**src/rtl/sdram_pkg.sv**
```systemverilog
// rtl/sdram_pkg.sv - shared state enum, LFSR taps and pattern next-value function for the SDRAM write path
package sdram_pkg;

  typedef enum logic [1:0] {
    IDLE  = 2'd0,
    BURST = 2'd1,
    GAP   = 2'd2,
    DONE  = 2'd3
  } wr_state_t;

  // Fibonacci taps, shift-left form: feedback is the parity of (pat & taps) into bit 0
  localparam logic [31:0] LFSR_TAPS_8  = 32'h0000_00B8;
  localparam logic [31:0] LFSR_TAPS_16 = 32'h0000_D008;
  localparam logic [31:0] LFSR_TAPS_32 = 32'h8020_0003;

  function automatic logic [31:0] lfsr_taps(input int unsigned width);
    case (width)
      8:       return LFSR_TAPS_8;
      16:      return LFSR_TAPS_16;
      32:      return LFSR_TAPS_32;
      default: return 32'h0;
    endcase
  endfunction

  function automatic logic [31:0] pat_next(input logic [31:0] pat, input logic [31:0] pat_max,
                                           input logic lfsr_mode, input int unsigned width);
    logic [31:0] mask;
    mask = (width >= 32) ? 32'hFFFF_FFFF : ((32'd1 << width) - 32'd1);
    if (lfsr_mode)
      return ((pat << 1) | {31'd0, ^(pat & lfsr_taps(width))}) & mask;
    return (pat == pat_max) ? 32'd0 : ((pat + 32'd1) & mask);
  endfunction

endpackage

```
**src/rtl/sdram_wr_src_if.sv**
```systemverilog
// rtl/sdram_wr_src_if.sv - producer side of the SDRAM write-FIFO port
interface sdram_wr_src_if #(parameter int DATA_W = 16);
  logic              wfifo_wr_en;
  logic [DATA_W-1:0] wfifo_wr_data;
  logic              wfifo_afull;

  modport master (output wfifo_wr_en, output wfifo_wr_data, input wfifo_afull);
  modport slave  (input wfifo_wr_en, input wfifo_wr_data, output wfifo_afull);
endinterface

```
**src/rtl/sdram_pat_gen.sv**
```systemverilog
// rtl/sdram_pat_gen.sv - pattern register with advance enable; SDRAM_WR_SRC_LFSR_EN selects LFSR instead of ramp
module sdram_pat_gen
  import sdram_pkg::*;
#(
  parameter int DATA_W  = 16,
  parameter int PAT_MAX = 255
) (
  input  logic              wfifo_wclk,
  input  logic              s_rst_n,
  input  logic              adv,
  output logic [DATA_W-1:0] pat
);

`ifdef SDRAM_WR_SRC_LFSR_EN
  localparam logic              LFSR_MODE = 1'b1;
  localparam logic [DATA_W-1:0] SEED      = DATA_W'(1);
`else
  localparam logic              LFSR_MODE = 1'b0;
  localparam logic [DATA_W-1:0] SEED      = '0;
`endif

  logic [31:0] nxt;

  assign nxt = pat_next(32'(pat), 32'(PAT_MAX), LFSR_MODE, DATA_W);

  always_ff @(posedge wfifo_wclk or negedge s_rst_n) begin
    if (!s_rst_n)
      pat <= SEED;
    else if (adv)
      pat <= DATA_W'(nxt);
  end

endmodule

```
**src/rtl/sdram_wr_src.sv**
```systemverilog
// rtl/sdram_wr_src.sv - burst write-data source feeding the SDRAM write FIFO, throttled by almost-full
module sdram_wr_src
  import sdram_pkg::*;
#(
  parameter int DATA_W     = 16,
  parameter int BURST_LEN  = 256,
  parameter int NUM_BURSTS = 4,
  parameter int GAP_CYC    = 8,
  parameter int PAT_MAX    = 255
) (
  input  logic                 wfifo_wclk,
  input  logic                 s_rst_n,
  input  logic                 start,
  sdram_wr_src_if.master       wfifo,
  output logic                 busy,
  output logic                 done,
  output logic [31:0]          word_cnt
);

  localparam int BW = (BURST_LEN  < 2) ? 1 : $clog2(BURST_LEN);
  localparam int NW = (NUM_BURSTS < 2) ? 1 : $clog2(NUM_BURSTS);
  localparam int GW = (GAP_CYC    < 2) ? 1 : $clog2(GAP_CYC);

  localparam logic [BW-1:0] BEAT_LAST  = BW'(BURST_LEN - 1);
  localparam logic [NW-1:0] BURST_LAST = NW'(NUM_BURSTS - 1);
  localparam logic [GW-1:0] GAP_LAST   = GW'((GAP_CYC > 0) ? GAP_CYC - 1 : 0);

  wr_state_t         state;
  logic [BW-1:0]     beat_cnt;
  logic [NW-1:0]     burst_cnt;
  logic [GW-1:0]     gap_cnt;
  logic [DATA_W-1:0] pat;
  logic              adv;

  // the pattern only moves on an accepted write, so throttling never skips a value
  assign adv = (state == BURST) && !wfifo.wfifo_afull;

  sdram_pat_gen #(.DATA_W(DATA_W), .PAT_MAX(PAT_MAX)) u_pat_gen (
    .wfifo_wclk (wfifo_wclk),
    .s_rst_n    (s_rst_n),
    .adv        (adv),
    .pat        (pat)
  );

  always_ff @(posedge wfifo_wclk or negedge s_rst_n) begin
    if (!s_rst_n) begin
      state               <= IDLE;
      beat_cnt            <= '0;
      burst_cnt           <= '0;
      gap_cnt             <= '0;
      wfifo.wfifo_wr_en   <= 1'b0;
      wfifo.wfifo_wr_data <= '0;
      busy                <= 1'b0;
      done                <= 1'b0;
      word_cnt            <= '0;
    end else begin
      wfifo.wfifo_wr_en <= 1'b0;
      done              <= 1'b0;
      case (state)
        IDLE: begin
          if (start) begin
            state     <= BURST;
            beat_cnt  <= '0;
            burst_cnt <= '0;
            busy      <= 1'b1;
          end
        end
        BURST: begin
          if (!wfifo.wfifo_afull) begin
            wfifo.wfifo_wr_en   <= 1'b1;
            wfifo.wfifo_wr_data <= pat;
            if (word_cnt != 32'hFFFF_FFFF)
              word_cnt <= word_cnt + 32'd1;
            if (beat_cnt == BEAT_LAST) begin
              beat_cnt  <= '0;
              burst_cnt <= burst_cnt + NW'(1);
              if (burst_cnt == BURST_LAST) begin
                state <= DONE;
              end else if (GAP_CYC != 0) begin
                state   <= GAP;
                gap_cnt <= '0;
              end
            end else begin
              beat_cnt <= beat_cnt + BW'(1);
            end
          end
        end
        GAP: begin
          if (gap_cnt == GAP_LAST)
            state <= BURST;
          else
            gap_cnt <= gap_cnt + GW'(1);
        end
        DONE: begin
          done  <= 1'b1;
          busy  <= 1'b0;
          state <= IDLE;
        end
        default: state <= IDLE;
      endcase
    end
  end

endmodule

```
**src/flat_wrapper.sv**
```systemverilog
// flat-port wrapper written by rule: the top's interface ports become plain ports
module sdram_wr_src_flat import sdram_pkg::*;
#(
  parameter int DATA_W     = 16,
  parameter int BURST_LEN  = 256,
  parameter int NUM_BURSTS = 4,
  parameter int GAP_CYC    = 8,
  parameter int PAT_MAX    = 255
)
  (wfifo_wclk, s_rst_n, start, busy, done, word_cnt, wfifo_wfifo_wr_en, wfifo_wfifo_wr_data, wfifo_wfifo_afull);
  sdram_wr_src_if #(.DATA_W(DATA_W)) wfifo_i ();
  input  logic wfifo_wclk;
  input  logic s_rst_n;
  input  logic start;
  output logic busy;
  output logic done;
  output logic [31:0] word_cnt;
  output wire logic [$bits(wfifo_i.wfifo_wr_en)-1:0] wfifo_wfifo_wr_en;
  output wire logic [$bits(wfifo_i.wfifo_wr_data)-1:0] wfifo_wfifo_wr_data;
  input wire logic [$bits(wfifo_i.wfifo_afull)-1:0] wfifo_wfifo_afull;
  assign wfifo_wfifo_wr_en = wfifo_i.wfifo_wr_en;
  assign wfifo_wfifo_wr_data = wfifo_i.wfifo_wr_data;
  assign wfifo_i.wfifo_afull = wfifo_wfifo_afull;
  sdram_wr_src #(.DATA_W(DATA_W), .BURST_LEN(BURST_LEN), .NUM_BURSTS(NUM_BURSTS), .GAP_CYC(GAP_CYC), .PAT_MAX(PAT_MAX)) u_core (.wfifo_wclk(wfifo_wclk), .s_rst_n(s_rst_n), .start(start), .wfifo(wfifo_i), .busy(busy), .done(done), .word_cnt(word_cnt));
endmodule
```
**config.mk**
```make
export PLATFORM = sky130hd
export DESIGN_NAME = sdram_wr_src_flat
export DESIGN_NICKNAME = d
export VERILOG_FILES = /design/src/rtl/sdram_pkg.sv /design/src/rtl/sdram_wr_src_if.sv /design/src/rtl/sdram_pat_gen.sv /design/src/rtl/sdram_wr_src.sv /design/src/flat_wrapper.sv
export SDC_FILE = /design/constraint.sdc
export NUM_CORES = 1
export LEC_CHECK = 0
export BUFFER_PORTS_ARGS = -buffer_cell sky130_fd_sc_hd__buf_2
export CORE_UTILIZATION = 55
export DETAILED_ROUTE_END_ITERATION = 7
export HOLD_SLACK_MARGIN = 0.06
export PLACE_DENSITY = 0.87
export SLEW_MARGIN = 20
export SYNTH_ARGS = -nofsm -noshare
export SYNTH_HDL_FRONTEND = slang
export SYNTH_SLANG_ARGS = --single-unit
```
**constraint.sdc**
```tcl
create_clock -name wfifo_wclk -period 3.1 [get_ports wfifo_wclk]
set_clock_uncertainty 0.1 [all_clocks]
set_input_delay 0.465 -clock wfifo_wclk [delete_from_list [all_inputs] [get_ports wfifo_wclk]]
set_output_delay 0.465 -clock wfifo_wclk [all_outputs]
set_load 0.01 [all_outputs]
```
Yosys cells after proc, flatten, opt, wreduce, memory -nomap -nowiden
Cells that the tools add are included. W data, S select, Z words.

Bits in registers: 82. Bits in latches: 0. Memory bits (writable): 0. ROM bits: 0. Bits of input ports: 4. Output and inout port bits: 51. Memories kept: 0.

Add/subtract/negate cells: 5. $mul: 0. Divide/modulo/power cells: 0. Magnitude comparators: 0. Eq/ne operators: 14. Shifts and indexed selects: 0. Multiplexer cells: 25. Bitwise operators: 1. Reductions and logical operators: 13.

Operators by type and width (number): $add A32 B1 Y32 const B (1); $ne A32 B32 Y1 const B (1); $mux W8 (3); $add A16 B1 Y16 const B (1); $eq A16 B8 Y1 const B (1); $mux W16 (1); $pmux W8 S2 (1); $mux W2 (7); $mux W3 (4); $ne A2 B2 Y1 const B (5); $add A8 B1 Y8 const B (1); $eq A8 B8 Y1 const B (1); $pmux W2 S4 (1); $reduce_and A4 Y1 (2); $eq A2 B2 Y1 const B (3); $pmux W3 S2 (1); $reduce_and A3 Y1 (2); $reduce_bool A2 Y1 (3); $mux W1 (5); $reduce_and A5 Y1 (1); $pmux W2 S2 (1); $reduce_and A2 Y1 (2); $add A3 B1 Y3 const B (1); $eq A3 B3 Y1 const B (1); other kinds (8) (8).

Longest topological paths before layout
Gate-level depths: netlist of the first run.

Depth in word-level cells: 5. Mapped depth: 10. Depth with buffers taken out: 8.

Modules after synthesis
Synthesis of the first run repeated with hierarchy kept, for this count alone.

Cells, all modules: 386. Area, all modules: 3837.4 um^2.

By module, submodules not included: sdram_wr_src (times used 1, cells each 312, area each 3062.9 um^2); sdram_pat_gen (times used 1, cells each 74, area each 774.5 um^2).

Worst setup path after synthesis of the first run
Ideal clock, no wire load.

Path type: flip-flop to flip-flop. Start point: reg u_core.word_cnt[0]. End point: reg u_core.word_cnt[27]. Setup time: 0.127 ns. Arrival: 1.781 ns. Data required time: 2.873 ns. Setup slack: 1.092 ns. Stages on the path, launching flop included: 8. Period minus slack after synthesis: 2.008 ns. Cells stage by stage: dfrtp_1 > ha_1 > nand3_1 > nor4_4 > and4_4 > nor4_1 > and3_1 > xor2_1.

Longest elaborated chain between the ends: 2.

Ends and longest elaborated chain: from (decl) (RTL line sdram_wr_src.sv:17) `output logic [31:0] word_cnt`; from (signal assigned) (RTL line sdram_wr_src.sv:73) `word_cnt <= word_cnt + 32'd1;`; parallel branches: the longest is 2 deep, another holds $add A32 B1 Y32.

Parallel ways; which one is timed is not known. A chain may end at the register's enable or synchronous reset.

Worst setup path in the final report of the first run
Start point: reg u_core.state[1]. End point: reg u_core.word_cnt[31].

Longest elaborated chain between the ends: 2.

Ends and longest elaborated chain: from (decl) (RTL line sdram_wr_src.sv:28) `wr_state_t state;`; from (signal assigned) (RTL line sdram_wr_src.sv:47) `state <= IDLE;`; from (signal assigned) (RTL line sdram_wr_src.sv:62) `state <= BURST;`; from (signal assigned) (RTL line sdram_wr_src.sv:78) `state <= DONE;`; $eq A2 B1 Y1 (RTL line sdram_wr_src.sv:59) `case (state)`; $reduce_and A3 Y1 (no line).

No other way between the ends.

==> impl_metrics.toml, run 1 <==
[status]
outcome = "finished, final reports clean"

[timing]
timing.hold.ws_ns = 0.372
worst_pin_slew_ns = 0.593
period_share_pct = 77.1
final_hold_viol_count = 0
slew_headroom_pct = 60.4
fin_setup_tns_ns = 0
fmax_mhz = 418
post-route-min-period_ns = 2.39
worst_slack_ns = 0.710
setup_viol = 0
rsz0062_at_grt = "false"
slew_violations = 0

[place]
placed_cells = 479
place_ws_ns = 0.703
dp_hpwl_microns = 4820
port_buffers = 54
placed_area_sq_um = 4080
gp_congestion = 0.922

[die]
initial_core_util_pct = 58.2
die_h_microns = 84.7
core_area_sq_um = 6460
dieWidth_microns = 84.7
die_area_sq_um = 7170
ioPinCount = 55
rows = 29

[power_and_ir_drop]
p_leak_uw = 0.00225
p_per_area_nw_per_um2 = 635
irDropWorstVdd_uv = 423

[clock_tree]
numCtsBuffers = 9
worst_skew_pair.late_latency_ns = 0.35
clockBufferDepth = 2
clkSinkCount = 82
cts-root-buf = "clkbuf_8"
path_clk_slew_ns = 0.08
htree_levels = 3
ctsResizeCount = 0
tritoncts = "built"

[worst_setup_path]
cp.arrival_ns = 2.53
worst-setup-path-type = "flop to flop"
rrSetupSlack_ns = 0.71
path_cells = "nand2b_4 > or2_1 > clkinv_4 > nand2_4 > a2111oi_4 > nand4_1 > xnor2_1"
r2r_cells = 7
worstSetupStartpointType = "flop"
reg2reg_from = "u_core.state[1]"
cp_data_required_time_ns = 3.24
startpoint = "u_core.state[1]"
cp_slowest_stage_delay_ns = 0.50
cp_max_fo = 25
cp_slowest_cell = "dfrtp_1"
reg2reg_to = "u_core.word_cnt[31]"
critPathCaptureType = "flop"

[yosys]
async_flop_share_pct = 100
synth.distinct_cells = 43
yosysTopAreaCellShare_pct = 54.6
synth_area_leaders = "dfrtp_1 (55%), nand2_1 (7.7%), xnor2_1 (7.0%), xor2_1 (3.0%), nand4_1 (2.8%)"
synth_compound_area_share_pct = 5.46
yosys.area_share.xor_xnor_pct = 10.0
synthSimpleGateAreaFrac_pct = 24.3
synth_top_family_by_area = "simple AND/OR/NAND/NOR gates"
synth_largest_area_cell = "dfrtp_1"
synth_seq_area_share_pct = 54.6
synthMuxAreaShare_pct = 1.40
synthAdderAreaFrac_pct = 2.00
synth_warnings = 0
synth-seq-cells = 82
synth_edf_count = 0
syn_area_sq_um = 3760
synthFlopType = "dfrtp_1"
synth_fp_nets = 367
syn_inst = 357
syn_area_per_cell_sq_um = 10.5

[detailed_routing]
vias_per_cell = 5.60
first_iter_violations = 203
drt-wirelength-per-cell_microns = 14.2
dr.pass1.iters = 7
antenna_left = 0
drc_errors = 0
wl_microns = 7050
num_vias = 2783

[finish]
final_cell_area_sq_um = 4310
diodes = 0
multi_input_area_sq_um = 1620
layout-area-overhead-vs-synth_pct = 14.7
fin_cells = 497
layout-drive-gt1-share_pct = 20.5
seq_area_sq_um = 2050
layout_commonest_cell = "dfrtp_1"
nNetsFinal = 425
final_cell_mix = "dfrtp_1 (82), nand2_1 (77), buf_2 (53)"
fill_cells = 501

[global_route]
antenna_found_initial = 0
grt_max_degree = 83
grt-ovfl-total = 0
grt_first_pass_wirelength_microns = 12400
grt_usage_pct = 21.9
grt_pass1_vias = 2771

[hold_path]
min_path_cells = 2
hold_class = "flop to flop"
whs_endpoint = "u_core.wfifo.wfifo_wr_data[0]"
hold_start = "u_core.wfifo.wfifo_wr_data[0]"

[job]
maxCapViolCount = 0
[layout make-up]
| type | instances | area share (%) |
|---|---|---|
| repair buffers | 57 | 7.37 |
| inverters | 6 | 0.638 |
| multi-input cells | 259 | 37.6 |
| well taps | 77 | 2.23 |
| flip-flops and latches | 82 | 47.6 |
| clock inverters | 4 | 1.19 |
| clock buffers | 12 | 3.37 |
[worst max-delay path by stage]
stage	cells after the start	to	slack, ns
final	7	u_core.word_cnt[31]	0.71
after global routing	7	u_core.word_cnt[31]	0.57
after CTS	7	u_core.word_cnt[31]	0.70
after detailed placement	7	u_core.word_cnt[31]	0.70
after global placement	7	u_core.word_cnt[31]	0.81
after floorplan	7	u_core.word_cnt[27]	1.09
[critical path: cells and delay by family (launching register included)]
family | cells | cell delay, ns
and+or+nand+nor | 4 | 0.87
DFF | 1 | 0.50
AOI/OAI and AO/OA | 1 | 0.40
buffers and inverters | 1 | 0.26
xor gates and xnor gates | 1 | 0.14
[cells in the mapped netlist (3+ instances only)]
cell,n
a21o_1,3
a21oi_1,3
a22o_1,3
and2_1,4
and3_1,14
and4_1,4
clkbuf_1,7
dfrtp_1,82
ha_1,6
inv_1,5
mux2i_1,3
nand2_1,77
nand3_1,14
nand4_1,17
nor2_1,18
nor2b_1,4
nor3_1,3
nor4_1,4
o21ai_0,14
o31ai_1,3
xnor2_1,30
xor2_1,13
[layer usage]
metal	GRT usage [%]	part of all wire [%]	wire (microns)	up-vias
met5	0	0	0	-
met4	10.5	1.9	136	0
met3	4.03	4.3	303	11
met2	35.2	49	3470	86
met1	28.8	45	3140	1346
li1	-	-	-	1340
[registers in the layout (all words and copies together), names as in the netlist]
| register | flops |
|---|---|
| u_core.word_cnt | 32 |
| u_core.u_pat_gen.pat | 16 |
| u_core.wfifo.wfifo_wr_data | 16 |
| u_core.beat_cnt | 8 |
| u_core.gap_cnt | 3 |
| u_core.burst_cnt | 2 |
| u_core.state | 2 |
| u_core.busy | 1 |
| u_core.done | 1 |
| u_core.wfifo.wfifo_wr_en | 1 |
[kinds of logic (layout without fill, tap and decap cells)]
kind of cell,count (synthesis),count (layout)
adders and majority gates,6,6
AOI/OAI and AO/OA,30,30
DFF,82,82
buffers and inverters,16,79
muxes,5,5
xor gates and xnor gates,43,43
and+or+nand+nor,175,175
[stage by stage]
stage / util, % / power [uW]
6_report: 66.8 / 2740
5_1_grt: 66.8 / 2910
4_1_cts: 66.2 / 2760
3_5_place_dp: 63.2 / 1980
3_3_place_gp: 63.2 / 1950
2_1_floorplan: - / 1810
[what timing repair did]
action | 4_1_cts | 5_1_grt
endpoints found under the hold margin | 0 | 21
buffers inserted | 0 | 0
hold buffers | 0 | 1
[where the power goes]
part | leakage, uW | internal (uW) | switching, uW
combinational | 0.00104 | 243 | 355
clock | 0.0000966 | 395 | 371
sequential | 0.00111 | 1210 | 162
Power figures use the tool's default switching activity.
==> run 2: changes to the inputs <==
--- a/config.mk
+++ b/config.mk
@@ -5,11 +5,12 @@
 export SDC_FILE = /design/constraint.sdc
 export NUM_CORES = 1
 export LEC_CHECK = 0
+export ABC_AREA = 1
 export BUFFER_PORTS_ARGS = -buffer_cell sky130_fd_sc_hd__buf_2
 export CORE_UTILIZATION = 55
 export DETAILED_ROUTE_END_ITERATION = 7
 export HOLD_SLACK_MARGIN = 0.06
-export PLACE_DENSITY = 0.87
+export PLACE_DENSITY = 0.86
 export SLEW_MARGIN = 20
 export SYNTH_ARGS = -nofsm -noshare
 export SYNTH_HDL_FRONTEND = slang
==> constraint.sdc (replaced) <==
create_clock -name wfifo_wclk -period 2.3 [get_ports wfifo_wclk]
set_clock_uncertainty 0.1 [all_clocks]
set_input_delay 0.345 -clock wfifo_wclk [delete_from_list [all_inputs] [get_ports wfifo_wclk]]
set_output_delay 0.345 -clock wfifo_wclk [all_outputs]
set_load 0.01 [all_outputs]
==> run 2 against run 1 <==
- critical path depth grew 3
- worst setup slack got worse by 0.52 ns
- hold slack worse by 0.20 ns
- synthesized cell count increased by 77%
- register-to-register slack worse by 0.52 ns
- non-clock buffer count up 3
- fmax is 14% higher
- final cell count rose by 61%
- core utilization decreased by 1.4 points
- design area grew 19%
- largest cell class is now multi-input gates
- highest routed layer unchanged
==> impl_metrics.toml, run 2 <==
[timing]
worst_slack_ns = 0.195
setup_viol = 0
rsz0062_at_grt = "false"
fmax_mhz = 475
period_share_pct = 91.5
final_hold_viol_count = 0
post-route-min-period_ns = 2.11
worst_pin_slew_ns = 0.482
fin_setup_tns_ns = 0
slew_headroom_pct = 67.8
slew_violations = 0

[clock_tree]
tritoncts = "built"
clkSinkCount = 82
numCtsBuffers = 9
path_clk_slew_ns = 0.09
clockBufferDepth = 2
htree_levels = 3
worst_skew_pair.late_latency_ns = 0.36
cts-root-buf = "clkbuf_8"

[detailed_routing]
antenna_left = 0
first_iter_violations = 251
drt-wirelength-per-cell_microns = 13.1
vias_per_cell = 5.29
num_vias = 4229
drc_errors = 0
wl_microns = 10500
dr.pass1.iters = 5

[finish]
regMostFlops = "u_core.word_cnt"
fill_cells = 694
layout_commonest_cell = "nand2_1"
largest_reg_flops = 32
final_cell_area_sq_um = 5130
reg.largest.list = "u_core.word_cnt x32, u_core.u_pat_gen.pat x16, u_core.wfifo.wfifo_wr_data x16"
final_cell_mix = "nand2_1 (255), dfrtp_1 (82), nor2_1 (79)"
layout-area-overhead-vs-synth_pct = 13.0
nNetsFinal = 703
diodes = 0
layout-drive-gt1-share_pct = 13.9

[power_and_ir_drop]
p_per_area_nw_per_um2 = 888
irDropWorstVdd_uv = 687
total_power_uw = 4560
p_leak_uw = 0.00266

[worst_setup_path]
cp_data_required_time_ns = 2.47
cp_max_fo = 17
reg2reg_to = "u_core.word_cnt[6]"
worst-setup-path-type = "flop to flop"
r2r_cells = 10
rrSetupSlack_ns = 0.19
reg2reg_from = "u_core.word_cnt[0]"
cp.arrival_ns = 2.28
worstSetupStartpointType = "flop"
critPathCaptureType = "flop"

[global_route]
grt_first_pass_wirelength_microns = 17900
grt_usage_pct = 26.0
grt-ovfl-total = 0
grt_pass1_vias = 4113
antenna_found_initial = 0
grt_max_degree = 37

[yosys]
yosysMostFrequentCell = "nand2_1"
syn_inst = 633
synth.distinct_cells = 31
synth_common_cells = "nand2_1 (255), dfrtp_1 (82), nor2_1 (79)"
synth_warnings = 0
synth-seq-cells = 82
synth_fp_nets = 643
syn_area_sq_um = 4540
synth_seq_area_share_pct = 45.2
synth_edf_count = 0
synth_area_leaders = "dfrtp_1 (45%), nand2_1 (21%), nor2_1 (6.5%), inv_1 (5.0%), nand3_1 (4.4%)"
synth_largest_area_cell = "dfrtp_1"
synthFlopType = "dfrtp_1"
yosysTopAreaCellShare_pct = 45.2
syn_area_per_cell_sq_um = 7.17
async_flop_share_pct = 100

[status]
outcome = "finished, final reports clean"

[job]
maxCapViolCount = 0

[hold_path]
hold_class = "input pin to flop"
min_path_cells = 2
whs_endpoint = "u_core.wfifo.wfifo_wr_en"
hold_start = "wfifo_wfifo_afull"

[die]
rows = 32
die_area_sq_um = 8620
die_h_microns = 92.9
dieWidth_microns = 92.9
initial_core_util_pct = 57.8
ioPinCount = 55
core_area_sq_um = 7850

[place]
gp_congestion = 0.913
dp_hpwl_microns = 7900
port_buffers = 54
placed_area_sq_um = 4910
place_ws_ns = 0.198
run 2: worst max-delay path by stage:
stage | endpoint | from | cells past startpoint
floorplan | u_core.word_cnt[29] | u_core.word_cnt[1] | 11
global placement | u_core.word_cnt[22] | u_core.word_cnt[0] | 10
detailed placement | u_core.word_cnt[30] | u_core.word_cnt[0] | 10
CTS | u_core.word_cnt[30] | u_core.word_cnt[0] | 10
global route | u_core.word_cnt[6] | u_core.word_cnt[0] | 10
finish | u_core.word_cnt[6] | u_core.word_cnt[0] | 10
run 2: cell families (layout without fill, tap and decap cells):
group           after synthesis  in the layout  synth area share [%]
buf+inv                      76            141                  7.03
flops                        82             82                  45.2
fa+ha+maj                     6              6                  1.65
compound gates               41             41                  4.74
simple gates                409            409                  37.7
xor+xnor                     18             18                  3.47
mux                           1              1                 0.248
run 2: critical path, cell delays in order (launching register included):
cell,delay [ns]
dfrtp_1,0.41
ha_1,0.26
nand3_2,0.13
inv_2,0.11
nand2_4,0.07
nor2_4,0.13
nand2_2,0.16
nand2_4,0.24
buf_4,0.23
nand2_1,0.06
o21ai_0,0.09
run 2: final cells by class:
class	instances	area [sq um]	area share, %
Clock inverter	6	65.1	1.27
Clock buffer	10	138	2.68
Sequential cell	82	2050	40.0
Multi-Input combinational cell	475	2170	42.3
Timing Repair Buffer	60	333	6.49
Inverter	65	246	4.80
Tap cell	102	128	2.49
run 2: timing repair:
item / in CTS / in global routing
setup buffers: 0 / 0
gates resized for setup: 0 / 2
endpoints found under the setup margin: 0 / 15
hold endpoints to repair: 34 / 0
hold buffers: 1 / 0
run 2: metal layers:
layer  wire length (microns)  track usage [%]  up-vias
li1                        -                -     2086
met1                    4520             31.5     1990
met2                    5120             45.5      129
met3                     542             4.43       24
met4                     276             11.3        0
met5                       0                0        -
run 2: report_power, final:
part	switching [uW]	internal [uW]	total, uW
registers	283	1770	2050
logic	943	487	1430
clock network	546	533	1080
total	1770	2790	4560
run 2: metrics by stage:
step / instances / utilization (%) / hold slack (ns)
2_1_floorplan: 633 / - / -0.0506
3_3_place_gp: 783 / 62.6 / 0.235
3_5_place_dp: 783 / 62.6 / 0.236
4_1_cts: 800 / 65.3 / 0.174
5_1_grt: 800 / 65.4 / 0.177
6_report: 800 / 65.4 / 0.177
==> run 3: changes to the inputs <==
--- a/config.mk
+++ b/config.mk
@@ -7,10 +7,11 @@
 export LEC_CHECK = 0
 export ABC_AREA = 1
 export BUFFER_PORTS_ARGS = -buffer_cell sky130_fd_sc_hd__buf_2
+export CORE_MARGIN = 2
 export CORE_UTILIZATION = 55
 export DETAILED_ROUTE_END_ITERATION = 7
 export HOLD_SLACK_MARGIN = 0.06
-export PLACE_DENSITY = 0.86
+export PLACE_DENSITY_LB_ADDON = 0.2
 export SLEW_MARGIN = 20
 export SYNTH_ARGS = -nofsm -noshare
 export SYNTH_HDL_FRONTEND = slang
==> run 3 against run 2 <==
- die area rose by 4.4%
- via count decreased by 1.7%
- sequential power about the same
- sequential share of layout area barely moved
- clock power about the same
- global-route usage down 0.35 points
- final cell count up 0.25%
- worst setup slack better by 0.029 ns
- design area hardly changed
- register-to-register slack better by 0.03 ns
==> impl_metrics.toml, run 3 (synthesis gave the netlist of run 2 again) <==
[status]
outcome = "finished, final reports clean"

[power_and_ir_drop]
irDropWorstVdd_uv = 561
p_leak_uw = 0.00266
p_per_area_nw_per_um2 = 883

[place]
dp_hpwl_microns = 7850
gp_congestion = 0.917
placed_cells = 785
port_buffers = 54

[die]
dieWidth_microns = 94.9
initial_core_util_pct = 56.1
ioPinCount = 55
die_area_sq_um = 9000
core_area_sq_um = 8090
die_h_microns = 94.9
rows = 33

[clock_tree]
cts-root-buf = "clkbuf_8"
clockBufferDepth = 2
tritoncts = "built"
htree_levels = 3
clkSinkCount = 82
worst_skew_pair.late_latency_ns = 0.37
path_clk_slew_ns = 0.09
numCtsBuffers = 9
cts_setup_buffers = 0

[timing]
final_hold_viol_count = 0
worst_pin_slew_ns = 0.524
slew_headroom_pct = 65.0
setup_viol = 0
fin_setup_tns_ns = 0
slew_violations = 0
rsz0062_at_grt = "false"
period_share_pct = 90.3
fmax_mhz = 482
post-route-min-period_ns = 2.08

[global_route]
grt-ovfl-total = 0
grt_usage_pct = 25.7
grt_max_degree = 39
antenna_found_initial = 0
grt_pass1_vias = 4111
grt_first_pass_wirelength_microns = 18100

[detailed_routing]
dr.pass1.iters = 5
num_vias = 4158
antenna_left = 0
vias_per_cell = 5.18
wl_microns = 10600
drc_errors = 0
first_iter_violations = 216
drt-wirelength-per-cell_microns = 13.2

[finish]
largest_reg_flops = 32
layout-area-overhead-vs-synth_pct = 13.0
nNetsFinal = 702
final_cell_mix = "nand2_1 (255), dfrtp_1 (82), nor2_1 (79)"
diodes = 0
reg.largest.list = "u_core.word_cnt x32, u_core.u_pat_gen.pat x16, u_core.wfifo.wfifo_wr_data x16"
layout-drive-gt1-share_pct = 13.8
regMostFlops = "u_core.word_cnt"
post-route-util_pct = 63.4
layout_commonest_cell = "nand2_1"
fin_cells = 802

[worst_setup_path]
reg2reg_from = "u_core.word_cnt[1]"
cp-endpoint = "u_core.word_cnt[21]"
worstSetupStartpointType = "flop"
path_cells = "ha_1 > nand3_2 > inv_2 > nand2_4 > nor2_4 > nand2_2 > nand2_4 > inv_4 > nand2_1 > nand2_1"
worst-setup-path-type = "flop to flop"
startpoint = "u_core.word_cnt[1]"
r2r_cells = 10
cp.arrival_ns = 2.24
cp_slowest_stage_delay_ns = 0.42
cp_data_required_time_ns = 2.46
reg2reg_to = "u_core.word_cnt[21]"
rrSetupSlack_ns = 0.22
critPathCaptureType = "flop"
cp_max_fo = 24
cp_slowest_cell = "dfrtp_1"

[hold_path]
hold_class = "input pin to flop"

[job]
maxCapViolCount = 0
run 3: cell types whose count changed in the layout (fill, tap and decap cells not counted):
cell	change
clkinvlp_4	-1
inv_6	-1
clkinv_4	+2
buf_4	-1
run 3: cell type report:
cell class / instances / area, sq um
fill: 742 / 2970
multi-input combinational: 475 / 2170
sequential: 82 / 2050
timing repair buffer: 59 / 325
inverter: 65 / 246
clock buffer: 10 / 138
tap: 105 / 131
clock inverter: 6 / 66.3
run 3: worst min-delay path by stage:
stage / slack (ns) / to / from / depth (start not counted)
after global placement: 0.25 / u_core.word_cnt[3] / s_rst_n / 1
after global routing: 0.20 / u_core.wfifo.wfifo_wr_en / wfifo_wfifo_afull / 2
after CTS: 0.18 / u_core.wfifo.wfifo_wr_en / wfifo_wfifo_afull / 2
after floorplan: -0.05 / u_core.beat_cnt[0] / s_rst_n / 0
final: 0.20 / u_core.wfifo.wfifo_wr_en / wfifo_wfifo_afull / 2
after detailed placement: 0.26 / u_core.word_cnt[4] / s_rst_n / 1
run 3: what timing repair did:
| action | in CTS | in global routing |
|---|---|---|
| gates resized for setup | 0 | 2 |
| endpoints found under the hold margin | 36 | 0 |
| endpoints found under the setup margin | 0 | 20 |
| hold buffers | 1 | 0 |
run 3: report_power, final:
| part | total, uW | switching, uW | internal (uW) |
|---|---|---|---|
| sequential | 2040 | 273 | 1760 |
| combinational | 1400 | 925 | 480 |
| clock | 1080 | 551 | 533 |
run 3: stage by stage:
stage	setup slack [ns]	area, sq um	hold slack, ns	total power [uW]
floorplan	0.595	4540	-0.0506	3030
global placement	0.282	4910	0.252	3390
detailed placement	0.143	4910	0.259	3480
CTS	0.122	5120	0.182	4560
global route	0.0597	5130	0.198	4890
finish	0.224	5130	0.205	4530
run 3: per-layer routing:
layer | GRT usage [%] | wire length (microns) | vias to the layer above
met4 | 13.9 | 322 | 0
met1 | 31.2 | 4630 | 1936
met5 | 0 | 0 | -
met3 | 4.15 | 393 | 27
li1 | - | - | 2086
met2 | 43.7 | 5210 | 109
run 3: critical path: cells and delay by family (launching register included):
family	cells	cell delay, ns
DFF	1	0.42
adders and majority gates	1	0.26
buffers and inverters	2	0.28
and+or+nand+nor	7	0.92
